### config.mk
export PLATFORM = sky130hd
export DESIGN_NAME = ex_div
export DESIGN_NICKNAME = d
export VERILOG_FILES = /design/src/rtl/ex_div_pkg.sv /design/src/rtl/ex_div.sv
export SDC_FILE = /design/constraint.sdc
export NUM_CORES = 1
export LEC_CHECK = 0
export BUFFER_PORTS_ARGS = -buffer_cell sky130_fd_sc_hd__buf_2
export CAP_MARGIN = 20
export CELL_PAD_IN_SITES_DETAIL_PLACEMENT = 0
export CELL_PAD_IN_SITES_GLOBAL_PLACEMENT = 2
export CORE_AREA = 10 10 200 202
export CTS_CLUSTER_SIZE = 25
export DETAILED_ROUTE_END_ITERATION = 8
export DIE_AREA = 0 0 210 212
export PLACE_DENSITY = 0.76
export SLEW_MARGIN = 30
export SYNTH_ARGS = -nofsm -noshare
export SYNTH_HDL_FRONTEND = slang
export SYNTH_SLANG_ARGS = --single-unit
export TNS_END_PERCENT = 50
### constraint.sdc
create_clock -name clk -period 6.9 [get_ports clk]
set_clock_uncertainty 0.1 [all_clocks]
set_input_delay 1.38 -clock clk [delete_from_list [all_inputs] [get_ports clk]]
set_output_delay 1.38 -clock clk [all_outputs]
set_load 0.01 [all_outputs]
### src/rtl/ex_div_pkg.sv
// Shared constants for the RV32M divider: state encoding, handshake levels,
// datapath width and the ALU op codes that select the divider.
package ex_div_pkg;

  localparam int REG_BUS = 32;

  typedef enum logic [1:0] {
    ST_FREE    = 2'b00,
    ST_BY_ZERO = 2'b01,
    ST_ON      = 2'b10,
    ST_END     = 2'b11
  } div_state_e;

  localparam logic DivResultReady    = 1'b1;
  localparam logic DivResultNotReady = 1'b0;
  localparam logic DivStart          = 1'b1;
  localparam logic DivStop           = 1'b0;

  localparam logic [7:0] EXE_DIV_OP  = 8'b0001_1010;
  localparam logic [7:0] EXE_DIVU_OP = 8'b0001_1011;
  localparam logic [7:0] EXE_REM_OP  = 8'b0001_1100;
  localparam logic [7:0] EXE_REMU_OP = 8'b0001_1101;

endpackage

### src/rtl/ex_div.sv
// Multi-cycle restoring divider for DIV/DIVU/REM/REMU. Operates on operand
// magnitudes and sign-corrects on the final step; divide-by-zero bypasses the
// iteration and returns the RISC-V defined result.
//
// state   | meaning
// --------+----------------------------------------------------------
// FREE    | idle, outputs cleared, waiting for start_i
// BY_ZERO | divisor was zero, load all-ones quotient / raw dividend
// ON      | one restoring step per cycle, XLEN steps total
// END     | results valid (ready_o=1), held until start_i drops
module ex_div
  import ex_div_pkg::*;
#(
  parameter int XLEN = REG_BUS
) (
  input  logic            clk,
  input  logic            rst,
  input  logic            start_i,
  input  logic            annul_i,
  input  logic            signed_div_i,
  input  logic [XLEN-1:0] opdata1_i,
  input  logic [XLEN-1:0] opdata2_i,
  output logic [XLEN-1:0] quotient_o,
  output logic [XLEN-1:0] remainder_o,
  output logic            ready_o
);

  localparam int CNT_W = $clog2(XLEN);

  div_state_e       r_state;
  div_state_e       w_state_next;
  logic [CNT_W-1:0] r_cnt;
  logic [XLEN-1:0]  r_rem;
  logic [XLEN-1:0]  r_quo;
  logic [XLEN-1:0]  r_div;
  logic             r_neg_q;
  logic             r_neg_r;

  logic             w_accept;
  logic             w_div_zero;
  logic             w_op1_neg;
  logic             w_op2_neg;
  logic [XLEN-1:0]  w_op1_abs;
  logic [XLEN-1:0]  w_op2_abs;
  logic [XLEN:0]    w_rem_sh;
  logic             w_ge;
  logic [XLEN-1:0]  w_diff;
  logic [XLEN-1:0]  w_rem_next;
  logic [XLEN-1:0]  w_quo_next;
  logic             w_last;

  assign w_accept   = start_i && !annul_i;
  assign w_div_zero = (opdata2_i == '0);
  assign w_op1_neg  = signed_div_i && opdata1_i[XLEN-1];
  assign w_op2_neg  = signed_div_i && opdata2_i[XLEN-1];
  assign w_op1_abs  = w_op1_neg ? -opdata1_i : opdata1_i;
  assign w_op2_abs  = w_op2_neg ? -opdata2_i : opdata2_i;

  // Trial subtraction on the shifted partial remainder. The remainder is
  // always below the divisor, so the shifted value fits in XLEN+1 bits and a
  // successful difference fits back in XLEN bits.
  assign w_rem_sh   = {r_rem, r_quo[XLEN-1]};
  assign w_ge       = (w_rem_sh >= {1'b0, r_div});
  assign w_diff     = w_rem_sh[XLEN-1:0] - r_div;
  assign w_rem_next = w_ge ? w_diff : w_rem_sh[XLEN-1:0];
  assign w_quo_next = {r_quo[XLEN-2:0], w_ge};
  assign w_last     = (r_cnt == CNT_W'(XLEN - 1));

  // State register.
  always_ff @(posedge clk) begin
    if (rst) r_state <= ST_FREE;
    else     r_state <= w_state_next;
  end

  // Next-state decode; annul wins over start in every busy state.
  always_comb begin
    w_state_next = r_state;
    case (r_state)
      ST_FREE:    if (w_accept) w_state_next = w_div_zero ? ST_BY_ZERO : ST_ON;
      ST_BY_ZERO: w_state_next = annul_i ? ST_FREE : ST_END;
      ST_ON:      if (annul_i) w_state_next = ST_FREE;
                  else if (w_last) w_state_next = ST_END;
      ST_END:     if (annul_i || !start_i) w_state_next = ST_FREE;
      default:    w_state_next = ST_FREE;
    endcase
  end

  // Operand capture, iteration datapath and registered results.
  always_ff @(posedge clk) begin
    if (rst) begin
      r_cnt       <= '0;
      r_rem       <= '0;
      r_quo       <= '0;
      r_div       <= '0;
      r_neg_q     <= 1'b0;
      r_neg_r     <= 1'b0;
      quotient_o  <= '0;
      remainder_o <= '0;
      ready_o     <= DivResultNotReady;
    end else begin
      case (r_state)
        ST_FREE: begin
          if (w_accept) begin
            r_cnt   <= '0;
            r_rem   <= '0;
            // Zero-divisor path returns the raw dividend, so keep it uncorrected.
            r_quo   <= w_div_zero ? opdata1_i : w_op1_abs;
            r_div   <= w_op2_abs;
            r_neg_q <= w_op1_neg ^ w_op2_neg;
            r_neg_r <= w_op1_neg;
          end
        end
        ST_BY_ZERO: begin
          if (!annul_i) begin
            quotient_o  <= '1;
            remainder_o <= r_quo;
            ready_o     <= DivResultReady;
          end
        end
        ST_ON: begin
          if (!annul_i) begin
            r_rem <= w_rem_next;
            r_quo <= w_quo_next;
            r_cnt <= r_cnt + CNT_W'(1);
            if (w_last) begin
              quotient_o  <= r_neg_q ? -w_quo_next : w_quo_next;
              remainder_o <= r_neg_r ? -w_rem_next : w_rem_next;
              ready_o     <= DivResultReady;
            end
          end
        end
        ST_END: begin
          if (annul_i || !start_i) begin
            quotient_o  <= '0;
            remainder_o <= '0;
            ready_o     <= DivResultNotReady;
          end
        end
        default: ;
      endcase
    end
  end

endmodule

### Word level (Yosys, flattened, before mapping)

Cells that the tools add are included.

| cells by class | value |
|---|---|
| equal/unequal tests | 10 |
| magnitude comparators | 1 |
| mux-type cells | 36 |
| bitwise operators | 1 |
| reductions and logical operators | 14 |
| $add $sub $neg | 6 |

Operators by type and width:

| operator | number |
|---|---|
| two-way mux 32 bit | 17 |
| one-hot mux 32 bit (3 select lines) | 2 |
| negator 32 bit | 4 |
| one-hot mux 32 bit (2 select lines) | 2 |
| greater-or-equal comparator 33 x 32 -> 1 bit | 1 |
| zero test 32 bit | 1 |
| subtractor 32 bit | 1 |
| two-way mux 2 bit | 6 |
| two-way mux 5 bit | 2 |
| inequality test 2 bit (second input constant) | 5 |
| one-hot mux 5 bit (2 select lines) | 1 |
| one-hot mux 2 bit (4 select lines) | 1 |
| AND reduction 3 bit | 2 |
| adder 5 x 1 -> 5 bit (second input constant) | 1 |
| == test 5 bit (second input constant) | 1 |
| AND reduction 5 bit | 1 |
| == test 2 bit (second input constant) | 2 |
| two-way mux 1 bit | 4 |
| logical AND 1 bit | 3 |
| inequality test 3 bit (second input constant) | 1 |
| one-hot mux 1 bit (3 select lines) | 1 |
| nonzero test 3 bit | 1 |
| == test 2 x 1 -> 1 bit (second input constant) | 1 |
| zero test 1 bit | 2 |
| other kinds (5) | 5 |

| word-level totals | value |
|---|---|
| logic and storage cells | 78 |
| output and inout port bits | 65 |
| flip-flop bits (word level) | 170 |
| input port bits | 69 |

### Logic depth before layout (Yosys ltp)

Gate-level depths: netlist of run 1.

| depth | value |
|---|---|
| depth after elaboration | 7 |
| depth in mapped cells | 23 |
| depth with buffers taken out | 18 |

### Worst setup path before layout of run 1

No wires, ideal clock.

| timing path | value |
|---|---|
| path kind | register -> register |
| start point | register r_div[15] |
| end point | register remainder_o[28] |
| required time | 6670 ps |
| cell stages (with the launch flop) | 21 |
| path buffers | 5 |
| path slack | 1666 ps |
| setup time | 130 ps |
| clock period less this slack | 5234 ps |
| arrival time | 5004 ps |
| cell sequence | dfxtp_1 > inv_1 > ha_1 > buf_2 > nand4_1 > or2_0 > a211o_1 > a211oi_4 > or2_4 > buf_12 > clkbuf_1 > clkbuf_1 > buf_2 > mux2i_1 > ha_1 > inv_1 > or4_1 > or4b_4 > o31ai_1 > xnor2_1 > o22ai_1 |

| between the ends | value |
|---|---|
| cells in the longest elaborated chain, start to end | 7 |
| elaborated cells between the ends (all ways) | 8 |
| those cells by class | add/sub: 2; order compare: 1; mux: 5 |

RTL lines:

| item | RTL line | RTL |
|---|---|---|
| start: declaration | ex_div.sv:35 | `logic [XLEN-1:0] r_div;` |
| start signal: assignment | ex_div.sv:108 | `r_div <= w_op2_abs;` |
| subtractor 32 bit or greater-or-equal comparator 33 x 32 -> 1 bit (tied branches) | ex_div.sv:64, ex_div.sv:63 |  |
| two-way mux 32 bit (*) | ex_div.sv:65 | `assign w_rem_next = w_ge ? w_diff : w_rem_sh[XLEN-1:0];` |
| negator 32 bit | ex_div.sv:127 | `remainder_o <= r_neg_r ? -w_rem_next : w_rem_next;` |
| two-way mux 32 bit (*) | ex_div.sv:127 |  |
| two-way mux 32 bit (*) | ex_div.sv:125 | `if (w_last) begin` |
| two-way mux 32 bit (*) | ex_div.sv:121 | `if (!annul_i) begin` |
| one-hot mux 32 bit (3 select lines) (*) | ex_div.sv:101 | `case (r_state)` |
| end signal: assignment | ex_div.sv:116 | `remainder_o <= r_quo;` |
| end signal: assignment | ex_div.sv:127 |  |
| end: declaration | ex_div.sv:24 | `output logic [XLEN-1:0] remainder_o,` |

Mark *: on every way between the ends. The rest lies on a longest branch, timed or not. The select of a mux whose other input is x is not followed.
A chain may end at the register's enable or synchronous reset.

### Final worst setup path of run 1

| timing path | value |
|---|---|
| start point | register r_rem[8] |
| end point | register remainder_o[30] |

| between the ends | value |
|---|---|
| cells in the longest elaborated chain, start to end | 7 |
| elaborated cells between the ends (all ways) | 8 |
| those cells by class | add/sub: 2; order compare: 1; mux: 5 |

RTL lines:

| item | RTL line | RTL |
|---|---|---|
| start: declaration | ex_div.sv:33 | `logic [XLEN-1:0] r_rem;` |
| start signal: assignment | ex_div.sv:122 | `r_rem <= w_rem_next;` |
| subtractor 32 bit or greater-or-equal comparator 33 x 32 -> 1 bit (tied branches) | ex_div.sv:64, ex_div.sv:63 |  |
| two-way mux 32 bit (*) | ex_div.sv:65 |  |
| negator 32 bit | ex_div.sv:127 |  |
| two-way mux 32 bit (*) | ex_div.sv:127 |  |
| two-way mux 32 bit (*) | ex_div.sv:125 |  |
| two-way mux 32 bit (*) | ex_div.sv:121 |  |
| one-hot mux 32 bit (3 select lines) (*) | ex_div.sv:101 |  |

Marks and branches as above.

==> results of run 1 <==
==> power groups by stage <==
| stage | Clock (mW) | Combinational, mW | Sequential, mW |
|---|---|---|---|
| CTS | 1.01 | 2.98 | 1.40 |
| detailed placement | 0 | 2.97 | 1.42 |
| finish | 0.992 | 3.00 | 1.40 |
| floorplan | 0 | 2.01 | 1.41 |
| global route | 1.05 | 3.30 | 1.43 |
| global placement | 0 | 2.98 | 1.42 |
==> routing by layer <==
layer / vias to the layer above / global-route usage (%) / wire (µm)
met5: - / 0 / 0
met4: 0 / 5.43 / 773
met3: 35 / 2.99 / 2430
met2: 356 / 30.7 / 20200
met1: 5819 / 28.5 / 22400
li1: 5969 / - / -
==> cell type report <==
class                           instances  share of cell area [%]
Sequential cell                       170                    25.1
Timing Repair Buffer                  149                    5.93
Multi-Input combinational cell       1294                    59.0
Clock buffer                           22                    3.49
Tap cell                              468                    4.31
Inverter                               51                    1.43
Clock inverter                         10                   0.774
==> cells in the final DEF (no fill, tap or decap), types with 16 or more instances in the layout <==
cell type	n
a211oi_1	45
inv_1	50
o211ai_1	17
o31ai_1	27
ha_1	42
dfxtp_1	169
a31oi_1	21
mux2i_1	26
or4_1	23
xor2_1	87
buf_2	132
a21oi_1	140
nor3_1	36
a21o_1	18
nand3_1	30
nand2b_1	16
clkbuf_16	17
nand2_1	181
nor4_1	19
o21ai_0	92
nor2_1	204
a22oi_1	32
a221oi_1	17
or3_1	19
xnor2_1	47
==> path summary, 6_finish.rpt <==
path | from | to | slack (ns) | cells past startpoint
setup / recovery | r_rem[8] | remainder_o[30] | 1.52 | 14
hold reg to reg | r_neg_r | r_neg_r | 0.36 | 2
hold / removal | r_neg_r | r_neg_r | 0.36 | 2
setup reg to reg | r_rem[8] | remainder_o[30] | 1.52 | 14
==> state kept, by name (all words and copies together), names as in the netlist <==
signal       flops
quotient_o      32
r_div           32
r_quo           32
r_rem           32
remainder_o     32
r_cnt            5
r_state          2
r_neg_q          1
r_neg_r          1
ready_o          1
==> logic make-up after synthesis <==
logic type / Yosys count / share of synthesized area (%)
compound gates: 487 / 26.2
xor+xnor: 134 / 9.76
simple gates: 601 / 23.3
flops: 170 / 28.3
fa+ha+maj: 44 / 4.64
mux: 28 / 2.35
buf+inv: 163 / 5.36
==> synth_stat cells (4+ instances only) <==
master and n:
nand3_1 30, nand2_1 182, a221oi_1 17, xor2_1 87, dfxtp_1 170, xnor2_1 47, inv_1 50, buf_1 6
o21a_1 8, or2_2 5, a211oi_1 45, or4_1 23, a21oi_1 141, a311oi_1 6, o41ai_1 12, a21o_1 19
o211ai_1 17, nor3b_1 5, o31ai_1 27, a211o_1 4, nor4_1 19, nor2_1 206, and2_1 11, nand4_1 12
nor3_1 36, clkbuf_1 94, nand2b_1 16, a22oi_1 32, or3_1 19, a31oi_1 21, o21ai_0 92, o22ai_1 12
ha_1 43, and3_1 15, nor2b_1 4, buf_2 11, mux2i_1 26
==> worst min-delay path, cell delays in order, from the launching register on <==
cell and delay [ns]:
dfxtp_1 0.31, nand2_1 0.05, a21oi_1 0.05
==> reports/results.tsv, run 1 <==
metric	value	unit
Remaining Overflow, GRT	0	
WL/cell	21.2	µm
All-Layer GR Usage	20.0	%
post-cts hold buffer count	0	
synth-to-layout area growth	12.9	%
DP Area	13000	µm²
final hold violation count	0	
Area contributors post-synth	dfxtp_1, nor2_1, xor2_1, a21oi_1, nand2_1	
setup TNS	0	ns
CP delay by family, top	simple AND/OR/NAND/NOR gates	
core area	36100	µm²
Max-Cap Viols	0	
clock root buffer master	clkbuf_16	
Num CTS Buffers	17	
area of the multi-input gates	8010	µm²
pin count of the biggest net entering global routing	103	
dpl hpwl	34.8	mm
Post-synth EDFFs	0	
Die Wd	210	µm
CP peak stage delay	0.71	ns
RSZ-0062 raised after global routing	false	
final instance area	13600	µm²
Clk pin slew, worst setup/hold paths	0.07	ns
Tightest Pin Transition	0.873	ns
peak fanout along the critical path	56	
largest area contributor in the netlist	dfxtp_1	
Fmax	186	MHz
YS warnings	0	
worst path cell trace	ha_1 -> nand4_1 -> or2_0 -> a211o_1 -> a211oi_4 -> or2_4 -> mux2i_1 -> ha_1 -> inv_1 -> or4_1 -> or4b_4 -> o31ai_1 -> xnor2_1 -> o22ai_1	
critical path class	register to register	
# fillers	3873	
DRC Markers	0	
Vias/cell	5.63	
vias in the first global route	11617	
num rows	70	
Final Power	5.39	mW
Die Height	212	µm
layout cell share with drive strength beyond 1	12.5	%
Comb pwr share	55.7	%
CTS H-Tree Depth	4	
initial DRC count	989	
top_reg_cell synth	dfxtp_1	
internal cell power	2.75	mW
Worst slew margin	41.2	%
worst IR drop on VDD	0.256	mV
crit path launch type	register	
Post-Synthesis Cells	1627	
I/O Buffers	133	
Hold WC Path Type	register to register	
GPL Wtd Cong	0.936	
post-layout util	37.6	%
Worst Setup End Kind	register	
worst setup margin	1.52	ns
Clock Power Share	18.4	%
Setup violations, final	0	
final worst-path cycle share	78.0	%
synthesis-stage register bit count	170	
clock sinks	170	
Inserted Diodes	0	
initial antenna violation count	1	
DR pass1 iterations	5	
Max clock buf depth	2	
Cells after DPL	2132	
synth unique cells	76	
Post-synth ARST share	0	%
Initial Util	33.3	%
post-cts sizing count	0	
P_sw	2.64	mW
die area	44500	µm²
non-filler cells, final	2164	
status	complete, no violations	
Worst Path Buf+Inv	1	
Post-CTS Setup Bufs	0	
sequential power share	25.9	%
syn_area_per_cell	7.39	µm²
final wirelength	45.9	mm
Crit path top cell by count	ha_1	
Sequential cell area	3400	µm²
Ports	134	
worst skew pair latency	0.46	ns
CTS tree	done	
sequential fraction of the synthesis area	28.3	%
CP Data Required Time	7.14	ns
Lkg Pwr	5.38	nW
final slew viol count	0	
syn_nets	1740	
share of the synthesized area in the top cell type	28.3	%
Final #Nets	1796	
Setup WS pre-CTS	1.61	ns
cell area after synthesis	12000	µm²
min Tclk post-route	5.38	ns
WHS	0.356	ns
vias	12179	
global-route wire length before repair	70.4	mm
Crit-path slowest cell	or2_4	
ANT nets after route	0	
Crit path arrival time	5.62	ns
Power Density	397	nW/µm²
Switching Fraction	49.0	%
Note: power is estimated with default switching activity, not from simulation.
==> run 2, diff against run 1 <==
--- a/config.mk
+++ b/config.mk
@@ -5,15 +5,16 @@
 export SDC_FILE = /design/constraint.sdc
 export NUM_CORES = 1
 export LEC_CHECK = 0
+export ABC_AREA = 1
 export BUFFER_PORTS_ARGS = -buffer_cell sky130_fd_sc_hd__buf_2
 export CAP_MARGIN = 20
 export CELL_PAD_IN_SITES_DETAIL_PLACEMENT = 0
 export CELL_PAD_IN_SITES_GLOBAL_PLACEMENT = 2
-export CORE_AREA = 10 10 200 202
+export CORE_AREA = 10 10 212 214
 export CTS_CLUSTER_SIZE = 25
 export DETAILED_ROUTE_END_ITERATION = 8
-export DIE_AREA = 0 0 210 212
-export PLACE_DENSITY = 0.76
+export DIE_AREA = 0 0 222 224
+export PLACE_DENSITY = 0.77
 export SLEW_MARGIN = 30
 export SYNTH_ARGS = -nofsm -noshare
 export SYNTH_HDL_FRONTEND = slang
==> constraint.sdc (replaced) <==
create_clock -name clk -period 5.3 [get_ports clk]
set_clock_uncertainty 0.1 [all_clocks]
set_input_delay 1.06 -clock clk [delete_from_list [all_inputs] [get_ports clk]]
set_output_delay 1.06 -clock clk [all_outputs]
set_load 0.01 [all_outputs]
==> run 2 against run 1 <==
Against the previous run:
- critical endpoint is now quotient_o[30]
- global-route usage rose by 0.78 points
- register-to-register slack got worse by 0.95 ns
- final cell count rose by 25%
- area after synthesis rose by 6.5%
- largest power group unchanged
- synthesized cell count rose by 28%
- setup slack got worse by 0.95 ns
==> reports/results.tsv, run 2 <==
metric	value	unit
post-cts hold buffer count	0	
Crit path arrival time	5.02	ns
Crit-path slowest cell	ha_1	
Die Height	224	µm
clock sinks	170	
initial DRC count	996	
CTS H-Tree Depth	4	
final wirelength	53.4	mm
num rows	74	
syn_nets	2200	
RSZ-0062 raised after global routing	false	
Fmax	212	MHz
Post-CTS Setup Bufs	0	
area of the multi-input gates	8030	µm²
setup TNS	0	ns
Inserted Diodes	0	
CP peak stage delay	0.36	ns
dpl hpwl	41.5	mm
synth unique cells	53	
final worst-path cycle share	89.2	%
Tightest Pin Transition	0.930	ns
Worst Setup End Kind	register	
Max-Cap Viols	0	
layout cell share with drive strength beyond 1	11.5	%
synthesis-stage register bit count	170	
commonest non-fill, non-tap cells in the layout	nand2_1, inv_1, a21oi_1	
Lkg Pwr	6.87	nW
Sequential cell area	3400	µm²
DRC Markers	0	
top_reg_cell synth	dfxtp_1	
Max clock buf depth	2	
Post-synth EDFFs	0	
core area	40600	µm²
pin count of the biggest net entering global routing	93	
status	complete, no violations	
global-route wire length before repair	80.5	mm
CP delay by family, top	simple AND/OR/NAND/NOR gates	
initial antenna violation count	1	
post-cts sizing count	0	
cell area after synthesis	12800	µm²
Die Wd	222	µm
Initial Util	31.6	%
peak fanout along the critical path	19	
YS warnings	0	
Power Density	701	nW/µm²
worst skew pair latency	0.50	ns
final slew viol count	0	
vias in the first global route	13196	
vias	13996	
Vias/cell	5.17	
ANT nets after route	0	
Clk pin slew, worst setup/hold paths	0.08	ns
CP Data Required Time	5.60	ns
sequential fraction of the synthesis area	26.6	%
critical path class	register to register	
Worst Path Buf+Inv	4	
crit path launch type	register	
WHS	0.375	ns
Area contributors post-synth	dfxtp_1, nand2_1, a21oi_1, inv_1, nand3_1	
syn_area_per_cell	6.14	µm²
cell with the most instances after synthesis	nand2_1	
Setup violations, final	0	
Worst slew margin	38.0	%
Hold WC Path Type	register to register	
Final #Nets	2276	
Post-Synthesis Cells	2087	
# fillers	4555	
min Tclk post-route	4.73	ns
Ports	134	
largest area contributor in the netlist	dfxtp_1	
DR pass1 iterations	5	
worst IR drop on VDD	0.355	mV
Post-synth ARST share	0	%
Num CTS Buffers	17	
GPL Wtd Cong	0.916	
synth-to-layout area growth	13.2	%
share of the synthesized area in the top cell type	26.6	%
Remaining Overflow, GRT	0	
final hold violation count	0	
CTS tree	done	
I/O Buffers	133	
All-Layer GR Usage	20.8	%
most frequent cells after synthesis	nand2_1, inv_1, a21oi_1	
commonest non-fill, non-tap cell in the layout	nand2_1	
clock root buffer master	clkbuf_16	
WL/cell	19.7	µm
die area	49700	µm²
==> run 2: logic make-up (layout without fill, tap and decap cells) <==
family | Yosys count | in the layout | synth area share, %
compound gates | 472 | 472 | 20.1
xor+xnor | 69 | 69 | 4.72
fa+ha+maj | 44 | 44 | 4.36
buf+inv | 358 | 447 | 10.9
flops | 170 | 170 | 26.6
simple gates | 974 | 974 | 33.3
==> run 2: metal layers <==
metal  vias to the layer above  wire length (µm)  global-route usage [%]
li1                       7051                 -                       -
met1                      6482             25600                    28.9
met2                       411             23000                    31.3
met3                        52              3620                    4.73
met4                         0              1080                    6.14
met5                         -                 0                       0
==> run 2: worst reg2reg max path, cell delays in order, from the launching register on <==
cell,delay (ns)
dfxtp_1,0.33
inv_1,0.05
ha_1,0.36
nand2_2,0.14
inv_1,0.06
a21oi_2,0.19
nand3_2,0.17
nand2_1,0.12
nand2_2,0.10
nand3_4,0.26
nand2_8,0.07
inv_2,0.19
ha_1,0.24
nand3_1,0.12
nor3_1,0.33
nand3_1,0.19
nor3_2,0.30
nand4_1,0.21
nor2_1,0.15
nand4_1,0.19
nand3b_1,0.26
nand2_1,0.10
o21ai_1,0.08
nand3_1,0.09
nand2_1,0.06
o21ai_1,0.12
inv_1,0.04
==> run 2: path summary, 6_finish.rpt <==
path / slack, ns / end / start / cells after the start
max: 0.57 / quotient_o[30] / r_div[8] / 26
min: 0.37 / r_div[31] / r_div[31] / 2
max reg2reg: 0.57 / quotient_o[30] / r_div[8] / 26
min reg2reg: 0.37 / r_div[31] / r_div[31] / 2
==> run 2: cell type report <==
type | instances | area share (%)
repair buffers | 149 | 5.44
multi-input cells | 1559 | 55.4
clock buffers | 18 | 2.96
inverters | 266 | 6.91
flip-flops and latches | 170 | 23.5
clock inverters | 14 | 1.27
well taps | 532 | 4.59
==> run 2: metrics by stage <==
| step | power, mW | cells | worst slack, ns | cell area, µm² | util, % |
|---|---|---|---|---|---|
| floorplan | 6.65 | 2087 | 1.49 | 12800 | - |
| global placement | 8.76 | 2676 | 0.810 | 13900 | 34.2 |
| detailed placement | 8.74 | 2676 | 0.698 | 13900 | 34.2 |
| CTS | 10.2 | 2708 | 0.676 | 14500 | 35.8 |
| global route | 11.1 | 2708 | 0.167 | 14500 | 35.8 |
| finish | 10.2 | 2708 | 0.573 | 14500 | 35.8 |
==> run 2: power by group <==
| group | switching [mW] | leakage (nW) | internal, mW |
|---|---|---|---|
| clock | 0.630 | 0.286 | 0.750 |
| combinational | 4.76 | 5.19 | 1.95 |
| sequential | 0.403 | 1.39 | 1.67 |
| total | 5.80 | 6.87 | 4.37 |
==> run 3, diff against run 2 <==
--- a/config.mk
+++ b/config.mk
@@ -14,6 +14,7 @@
 export CTS_CLUSTER_SIZE = 25
 export DETAILED_ROUTE_END_ITERATION = 8
 export DIE_AREA = 0 0 222 224
+export MAX_ROUTING_LAYER = met4
 export PLACE_DENSITY = 0.77
 export SLEW_MARGIN = 30
 export SYNTH_ARGS = -nofsm -noshare
==> run 3 against run 2 <==
Against the previous run:
- first-iteration DRC count grew 19%
- sequential share of layout area is essentially flat
- total power shrank 0.23%
- core utilization is essentially flat
- combinational power is essentially flat
- flip-flop and latch count is the same
- final cell count grew 0.11%
- worst hold slack lost 0.0011 ns
- critical path type unchanged
- register-to-register slack gained 0.06 ns
- clock power shrank 4%
==> reports/results.tsv, run 3 (synthesized netlist as in run 2, its figures left out) <==
metric	value	unit
num rows	74	
layout cell share with drive strength beyond 1	11.7	%
initial DRC count	1186	
RSZ-0062 raised after global routing	false	
All-Layer GR Usage	22.0	%
Max-Cap Viols	0	
I/O Buffers	133	
CP delay by family, top	simple AND/OR/NAND/NOR gates	
Num CTS Buffers	17	
# fillers	4605	
Lkg Pwr	6.87	nW
initial antenna violation count	0	
worst IR drop on VDD	0.447	mV
Max clock buf depth	2	
area of the multi-input gates	8030	µm²
Worst R2R Start	r_div[8]	
GPL Wtd Cong	0.895	
Worst Setup End Kind	register	
WL/cell	20.1	µm
final wirelength	54.6	mm
peak fanout along the critical path	19	
setup TNS	0	ns
Hold WC Path Type	register to register	
synth-to-layout area growth	13.2	%
worst skew pair latency	0.50	ns
DRC Markers	0	
WL met2	23.7	mm
die area	49700	µm²
internal cell power	4.29	mW
commonest non-fill, non-tap cell in the layout	nand2_1	
ANT nets after route	0	
min Tclk post-route	4.66	ns
final slew viol count	0	
Crit-path slowest cell	dfxtp_1	
Worst path depth	26	
Power Density	700	nW/µm²
clock root buffer master	clkbuf_16	
commonest non-fill, non-tap cells in the layout	nand2_1, inv_1, a21oi_1	
Comb pwr share	66.6	%
Critical Path End	quotient_o[30]	
CP peak stage delay	0.34	ns
clock sinks	170	
Critical Path Start	r_div[8]	
met1 wire length	26.8	mm
R2R depth	26	
Tightest Pin Transition	0.796	ns
Setup violations, final	0	
sequential power share	20.4	%
Fmax	214	MHz
global-route wire length before repair	82.2	mm
status	complete, no violations	
Final #Nets	2279	
WHS	0.374	ns
highest metal used	met4	
CP Data Required Time	5.59	ns
crit path launch type	register	
Sequential cell area	3400	µm²
Die Height	224	µm
met3 wire len	3.10	mm
Post-CTS Setup Bufs	0	
final worst-path cycle share	88.0	%
core area	40600	µm²
final hold violation count	0	
Ports	134	
vias in the first global route	13111	
Switching Fraction	57.8	%
Initial Util	31.6	%
critical path class	register to register	
Clk pin slew, worst setup/hold paths	0.08	ns
Clock Power Share	13.0	%
r2r setup slk	0.64	ns
Vias/cell	5.17	
post-cts sizing count	0	
post-cts hold buffer count	0	
Worst slew margin	46.9	%
Worst Path Buf+Inv	4	
CTS tree	done	
Inserted Diodes	0	
P_sw	5.86	mW
Crit path arrival time	4.95	ns
pin count of the biggest net entering global routing	93	
RR Endpoint	quotient_o[30]	
Die Wd	222	µm
DR pass1 iterations	5	
CTS H-Tree Depth	4	
dpl hpwl	42.3	mm
vias	14026	
Remaining Overflow, GRT	0	
==> run 3: cell types whose count changed in the layout (fill, tap and decap cells not counted), sizes merged <==
cell / before / now
inv: 266 / 270
buf: 149 / 152
bufinv: 3 / 1
clkbuf: 18 / 17
clkinvlp: 4 / 3
==> run 3: worst min path at each step <==
stage                    from   endpoint  slack (ns)  cells past startpoint
finish               r_cnt[4]   r_cnt[4]        0.37                      2
global route         r_cnt[4]   r_cnt[4]        0.40                      2
CTS                  r_cnt[4]   r_cnt[4]        0.38                      2
detailed placement   r_cnt[4]   r_cnt[4]        0.36                      2
floorplan           r_div[31]  r_div[31]        0.35                      2
global placement     r_cnt[4]   r_cnt[4]        0.36                      2
==> run 3: layout make-up <==
| cell class | instances | share of cell area (%) |
|---|---|---|
| multi-input combinational | 1559 | 55.4 |
| sequential | 170 | 23.5 |
| inverter | 266 | 6.91 |
| timing repair buffer | 152 | 5.60 |
| tap | 532 | 4.59 |
| clock buffer | 17 | 2.94 |
| clock inverter | 15 | 1.06 |
==> run 3: tightest hold or removal path, cell delays in order, from the launching register on <==
cell     delay [ns]
dfxtp_1        0.32
nand2_1        0.06
a21oi_1        0.05
==> run 3: power by group through the flow <==
| stage | clock, mW | sequential (mW) | combinational (mW) |
|---|---|---|---|
| floorplan | 0 | 2.01 | 4.64 |
| global placement | 0 | 2.09 | 6.71 |
| detailed placement | 0 | 2.09 | 6.68 |
| CTS | 1.35 | 2.06 | 6.72 |
| global route | 1.40 | 2.11 | 7.56 |
| finish | 1.32 | 2.07 | 6.75 |
==> run 3: stage by stage <==
step / area [µm²] / util (%) / power, mW / cells / setup WS, ns
after CTS: 14500 / 35.7 / 10.1 / 2711 / 0.692
after floorplan: 12800 / - / 6.65 / 2087 / 1.49
after global routing: 14500 / 35.7 / 11.1 / 2711 / 0.276
after global placement: 13900 / 34.3 / 8.80 / 2679 / 0.827
after detailed placement: 13900 / 34.3 / 8.77 / 2679 / 0.720
final: 14500 / 35.7 / 10.1 / 2711 / 0.636
==> run 3: layer usage <==
layer / vias to the layer above / global-route usage [%]
met1: 6554 / 30.2
met2: 369 / 32.0
met5: - / -
li1: 7061 / -
met4: 0 / 6.10
met3: 42 / 4.39
